--- config.mk ---
export PLATFORM = sky130hd
export DESIGN_NAME = dbus_bridge
export DESIGN_NICKNAME = d
export VERILOG_FILES = /design/src/rtl/dbus_bridge_pkg.sv /design/src/rtl/dbus_bridge_mmio_timer.sv /design/src/rtl/dbus_bridge.sv
export SDC_FILE = /design/constraint.sdc
export NUM_CORES = 1
export LEC_CHECK = 0
export CORE_MARGIN = 3
export CORE_UTILIZATION = 50
export DETAILED_ROUTE_END_ITERATION = 8
export PLACE_DENSITY = 0.9
export SLEW_MARGIN = 20
export SYNTH_ARGS = -nofsm -noshare
export SYNTH_HDL_FRONTEND = slang
export SYNTH_SLANG_ARGS = --single-unit
--- constraint.sdc ---
create_clock -name cpu_clk_50M -period 3.8 [get_ports cpu_clk_50M]
set_clock_uncertainty 0.1 [all_clocks]
set_input_delay 0.95 -clock cpu_clk_50M [delete_from_list [all_inputs] [get_ports cpu_clk_50M]]
set_output_delay 0.95 -clock cpu_clk_50M [all_outputs]
set_load 0.01 [all_outputs]
--- src/rtl/dbus_bridge_pkg.sv ---
// dbus_bridge_pkg: shared widths, MMIO offsets, TCTRL bit indices and byte-lane merge helper
package dbus_bridge_pkg;
  localparam int DATA_BUS = 32;
  localparam int DATA_ADDR_BUS = 32;
  localparam int DATA_WE_BUS = 4;
  localparam logic [15:0] LED_OFF = 16'h0000;
  localparam logic [15:0] SW_OFF = 16'h0004;
  localparam logic [15:0] COUNT_OFF = 16'h0008;
  localparam logic [15:0] COMPARE_OFF = 16'h000C;
  localparam logic [15:0] TCTRL_OFF = 16'h0010;
  localparam int TCTRL_EN = 0;
  localparam int TCTRL_PEND = 1;
  function automatic logic [DATA_BUS-1:0] byte_merge(
    input logic [DATA_BUS-1:0] old_v,
    input logic [DATA_BUS-1:0] new_v,
    input logic [DATA_WE_BUS-1:0] be
  );
    logic [DATA_BUS-1:0] r;
    for (int i = 0; i < DATA_WE_BUS; i++) r[i*8 +: 8] = be[i] ? new_v[i*8 +: 8] : old_v[i*8 +: 8];
    return r;
  endfunction
endpackage

--- src/rtl/dbus_bridge_mmio_timer.sv ---
// dbus_bridge_mmio_timer: free-running COUNT with COMPARE match, sticky PEND and registered interrupt
module dbus_bridge_mmio_timer
  import dbus_bridge_pkg::*;
(
  input  logic                   clk,
  input  logic                   rst_n,
  input  logic                   wr_count,
  input  logic                   wr_compare,
  input  logic                   wr_tctrl,
  input  logic [DATA_WE_BUS-1:0] we,
  input  logic [DATA_BUS-1:0]    din,
  output logic [DATA_BUS-1:0]    count,
  output logic [DATA_BUS-1:0]    compare,
  output logic [DATA_BUS-1:0]    tctrl,
  output logic                   timer_int
);
  logic [DATA_BUS-1:0] count_q, compare_q;
  logic en_q, pend_q, int_q, match, clr;
  assign match = en_q & (count_q == compare_q);
  assign clr = wr_tctrl & we[0] & din[TCTRL_PEND];
  assign count = count_q;
  assign compare = compare_q;
  assign timer_int = int_q;
  // TCTRL read view: only EN and PEND are backed by state
  always_comb begin
    tctrl = '0;
    tctrl[TCTRL_EN] = en_q;
    tctrl[TCTRL_PEND] = pend_q;
  end
  // count/compare/control state; a match in the same cycle as a clear keeps PEND set
  always_ff @(posedge clk or negedge rst_n) begin
    if (!rst_n) begin
      count_q <= '0;
      compare_q <= '1;
      en_q <= 1'b0;
      pend_q <= 1'b0;
      int_q <= 1'b0;
    end else begin
      count_q <= wr_count ? byte_merge(count_q, din, we) : count_q + 32'd1;
      if (wr_compare) compare_q <= byte_merge(compare_q, din, we);
      if (wr_tctrl & we[0]) en_q <= din[TCTRL_EN];
      pend_q <= match | (pend_q & ~clr);
      int_q <= en_q & pend_q;
    end
  end
endmodule

--- src/rtl/dbus_bridge.sv ---
// dbus_bridge: data-port decode between RAM and MMIO (LED, SW, timer) with one-cycle read data
module dbus_bridge
  import dbus_bridge_pkg::*;
#(
  parameter logic [31:0] MMIO_BASE = 32'hBFAF_0000,
  parameter int LED_W = 16,
  parameter int SW_W = 16
) (
  input  logic                     cpu_clk_50M,
  input  logic                     cpu_rst_n,
  input  logic [DATA_ADDR_BUS-1:0] daddr,
  input  logic                     dce,
  input  logic [DATA_WE_BUS-1:0]   we,
  input  logic [DATA_BUS-1:0]      din,
  output logic [DATA_BUS-1:0]      dm,
  output logic                     ram_ce,
  output logic [DATA_WE_BUS-1:0]   ram_we,
  output logic [DATA_ADDR_BUS-1:0] ram_addr,
  output logic [DATA_BUS-1:0]      ram_din,
  input  logic [DATA_BUS-1:0]      ram_dout,
  input  logic [SW_W-1:0]          sw,
  output logic [LED_W-1:0]         led,
  output logic                     timer_int
);
  logic is_mmio, wr, rd_valid_q, rd_mmio_q;
  logic [15:0] off;
  logic [LED_W-1:0] led_q;
  logic [SW_W-1:0] sw_s1, sw_s2;
  logic [DATA_BUS-1:0] led_ext, led_next, rdata, mmio_rdata_q, count, compare, tctrl;
  assign is_mmio = dce & (daddr[31:16] == MMIO_BASE[31:16]);
  assign ram_ce = dce & ~is_mmio;
  assign ram_we = ram_ce ? we : '0;
  assign ram_addr = daddr;
  assign ram_din = din;
  assign off = {daddr[15:2], 2'b00};
  assign wr = is_mmio & |we;
  assign led = led_q;
  assign led_ext = DATA_BUS'(led_q);
  assign led_next = byte_merge(led_ext, din, we);
  assign dm = rd_valid_q ? (rd_mmio_q ? mmio_rdata_q : ram_dout) : '0;
  dbus_bridge_mmio_timer u_timer (
    .clk(cpu_clk_50M),
    .rst_n(cpu_rst_n),
    .wr_count(wr && off == COUNT_OFF),
    .wr_compare(wr && off == COMPARE_OFF),
    .wr_tctrl(wr && off == TCTRL_OFF),
    .we(we),
    .din(din),
    .count(count),
    .compare(compare),
    .tctrl(tctrl),
    .timer_int(timer_int)
  );
  // MMIO read mux over the current (pre-update) register values
  always_comb begin
    rdata = off == LED_OFF ? led_ext :
            off == SW_OFF ? DATA_BUS'(sw_s2) :
            off == COUNT_OFF ? count :
            off == COMPARE_OFF ? compare :
            off == TCTRL_OFF ? tctrl : '0;
  end
  // LED register, switch synchroniser and the registered read path
  always_ff @(posedge cpu_clk_50M or negedge cpu_rst_n) begin
    if (!cpu_rst_n) begin
      led_q <= '0;
      sw_s1 <= '0;
      sw_s2 <= '0;
      rd_valid_q <= 1'b0;
      rd_mmio_q <= 1'b0;
      mmio_rdata_q <= '0;
    end else begin
      if (wr && off == LED_OFF) led_q <= led_next[LED_W-1:0];
      sw_s1 <= sw;
      sw_s2 <= sw_s1;
      rd_valid_q <= dce & ~|we;
      rd_mmio_q <= is_mmio;
      mmio_rdata_q <= is_mmio ? rdata : '0;
    end
  end
endmodule

==> out/results.txt <==
Layout cells sized above 1: 15.5%
# Max-Cap Violations: 0
Crit path kind: input port to output port
Fin util: 69.3%
Via Count: 6905
Clk sinks: 149
H-tree Lvls: 4
Final net count: 1083
Pin count of the biggest net entering global routing: 67
Global route overflow: 0
Design area: 10700 sq um
Most frequent cells in the layout: 225 x clkdlybuf4s50_1, 116 x dfrtp_1, 68 x a21oi_1, 58 x nand2_1, 51 x nor2_1
DRT iter0 DRCs: 664
Switching Power: 0.829 mW
Critical path required time: 2750 ps
Synth unique cells: 50
Storage cell area: 3770 sq um
Clk_lat worst skew: 430 ps
Root Driver: clkbuf_16
Dpl hpwl: 17.1 mm
Final setup violation count: 0
GRT Total Usage: 26.8%
Core ar.: 15400 sq um
HP Start: sw_s1[11]$_DFF_PN0_
Period utilization: 99.4%
Slew @ Worst Pin: 782 ps
Antenna diodes: 0
Hold crit path type: register to register
Finished Layout Cells: 1187
Highest Clock Rate: 265 MHz
DIE HEIGHT: 132 um
Grt met3 use: 7.33%
Worst EP arrival: 2730 ps
Clock network fraction of total power: 46.0%
Endpoint class of the critical path: output port
Maximum VDD drop: 278 uV
Hold EP: sw_s2[11]$_DFF_PN0_
Post-DR vias/cell: 5.82
Synthesized area: 7920 sq um
Number of CTS-inserted buffers: 17
CTS clk-pin slew, worst paths: 60 ps
Switching Share: 23.0%
Reg2reg path depth: 6
# fillers: 1130
WL/cell: 19.8 um
Die area: 17400 sq um
GPL Wtd Cong: 0.939
Net Count, Synth: 912
Syn_area_per_cell: 10.0 sq um
Logic pwr share: 9.2%
Placed Cells incl. Taps: 1152
PwrDens: 338 nW/um^2
Number of cell rows: 45
FFs w/ async S/R, synth: 100%
Register bit total from synthesis: 149
GR Util met2: 45.3%
Final max-slew violation count: 0
Yosys warns: 0
Final worst slack: 24.0 ps
Clk buf depth: 2
Global-route wire length before repair: 37.4 mm
GRT busiest layer: met2
Slew margin rel.: 47.9%
Pwr Total: 3.60 mW
Syn Inst Count: 792
Critical Path Start Type: input port
Reg-to-reg endpoint: u_timer.count[28]$_DFFE_PN0P_
CTS tree: done
Worst r2r src: u_timer.count[0]$_DFFE_PN0P_
Ports: 237
Flop pwr share: 44.8%
Vias in the first global route: 6854
Placed inst area: 10000 sq um
DRC errors left: 0
EDFF count, synth: 0
Initial Utilization: 51.5%
Part of the Yosys area used for sequential elements: 47.6%
Internal: 2.77 mW
Hold_buf cts: 0
Area of the multi-input gates: 3360 sq um
PortBufs: 232
Critical-path maximum fanout: 4
ANT nets after route: 0
Pre-Repair DR Iteration Count: 5
Status: finished clean
Initial antenna violation count: 0
Pre-CTS WS: -323 ps
Synth Flop Type: dfrtp_1
Chip Width: 132 um
Area Overhead vs Synth: 34.5%
R2R Setup Slk: 1100 ps
Grt met1 use: 33.5%
Minimum clock period: 3780 ps
Most common cell after layout, fill and taps aside: clkdlybuf4s50_1
Final Hold Vio Count: 0
WL final: 23.5 mm
Hold depth: 0
Leak: 4.32 nW
==> power groups by stage <==
stage	Clock [mW]	Sequential, mW	Combinational (mW)
2_1_floorplan	0	1.64	0.108
3_3_place_gp	0	1.64	0.325
3_5_place_dp	0	1.64	0.330
4_1_cts	1.67	1.61	0.333
5_1_grt	1.74	1.61	0.353
6_report	1.66	1.61	0.332
==> critical path, cell delays in order <==
cell             delay, ps
clkdlybuf4s50_1        500
nand4b_1               160
or4_4                  570
nand2_4                 90
buf_12                 120
nor2_1                  60
clkdlybuf4s15_1        280
==> Yosys cell counts, types with 2 or more instances <==
library cell / n / share of area [%]
dfrtp_1: 117 / 37
a21oi_1: 68 / 4.3
buf_4: 65 / 6.2
nand2_1: 59 / 2.8
nor2_1: 51 / 2.4
mux2_2: 42 / 6.0
nor2b_1: 35 / 2.8
mux2i_1: 34 / 4.3
inv_1: 33 / 1.6
dfstp_2: 32 / 11
clkbuf_1: 29 / 1.4
nand3_1: 29 / 1.8
o21ai_0: 28 / 1.8
a22oi_1: 17 / 1.6
xnor2_1: 17 / 1.9
nand4_1: 16 / 1.3
xor2_1: 15 / 1.7
and3_1: 8 / 0.63
nor4_1: 8 / 0.63
o31ai_1: 8 / 0.76
o32ai_1: 8 / 0.88
a221oi_1: 7 / 0.77
o221a_2: 7 / 1.0
o22ai_1: 7 / 0.55
nor3_1: 6 / 0.38
a211oi_1: 5 / 0.47
and4_1: 5 / 0.55
buf_2: 5 / 0.32
buf_1: 4 / 0.19
buf_6: 3 / 0.43
nand2b_1: 2 / 0.16
nor2_8: 2 / 0.51
nor3b_1: 2 / 0.19
nor4_2: 2 / 0.32
==> flip-flops by register name, indices dropped and copies added (netlist names) <==
| name | cells |
|---|---|
| led | 16 |
| mmio_rdata_q | 32 |
| rd_mmio_q | 1 |
| rd_valid_q | 1 |
| sw_s1 | 16 |
| sw_s2 | 16 |
| u_timer.compare | 32 |
| u_timer.count | 32 |
| u_timer.en_q | 1 |
| u_timer.pend_q | 1 |
| u_timer.timer_int | 1 |
==> metrics by stage <==
step | setup TNS (ps) | hold slack [ps]
floorplan | 0 | 231
global route | -15.0 | 252
detailed placement | -1460 | 235
CTS | 0 | 248
finish | 0 | 247
global placement | -1390 | 233
==> cell families (layout without fill, tap and decap cells) <==
kind of cell	Yosys count	count (layout)	synth area share (%)
AO/OA/AOI/OAI	158	158	12.4
flip-flops	149	149	47.6
AND/OR/NAND/NOR	236	236	16.0
XOR/XNOR	32	32	3.54
buffers and inverters	140	324	10.1
multiplexers	76	76	10.3
adder cells (fa/ha/maj)	1	1	0.158
==> worst max path at each step <==
stage               from        end  slack, ps  cells after the start
6_report       daddr[28]  ram_we[2]         20                      7
3_3_place_gp   daddr[23]  ram_we[2]       -280                      6
4_1_cts        daddr[20]  ram_we[0]         30                      7
2_1_floorplan  daddr[30]     ram_ce        900                      4
3_5_place_dp   daddr[23]  ram_we[2]       -320                      6
5_1_grt        daddr[28]  ram_we[3]        -10                      7
==> per-layer routing <==
metal	up-vias	part of all wire, %
met5	-	0
li1	3077	-
met2	420	49
met4	0	2.5
met1	3363	39
met3	45	9.4
==> layout make-up <==
| cell class | count | share of cell area (%) |
|---|---|---|
| Clock buffer | 18 | 4.03 |
| Clock inverter | 14 | 1.44 |
| Inverter | 34 | 1.20 |
| Multi-Input combinational cell | 503 | 31.6 |
| Sequential cell | 149 | 35.4 |
| Tap cell | 211 | 2.48 |
| Timing Repair Buffer | 258 | 23.9 |
==> timing repair <==
item,4_1_cts,5_1_grt
pin swaps,4,2
gates resized for setup,9,3
buffers inserted,2,1
setup endpoints to repair,5,4
(Power assumes the default switching activity.)
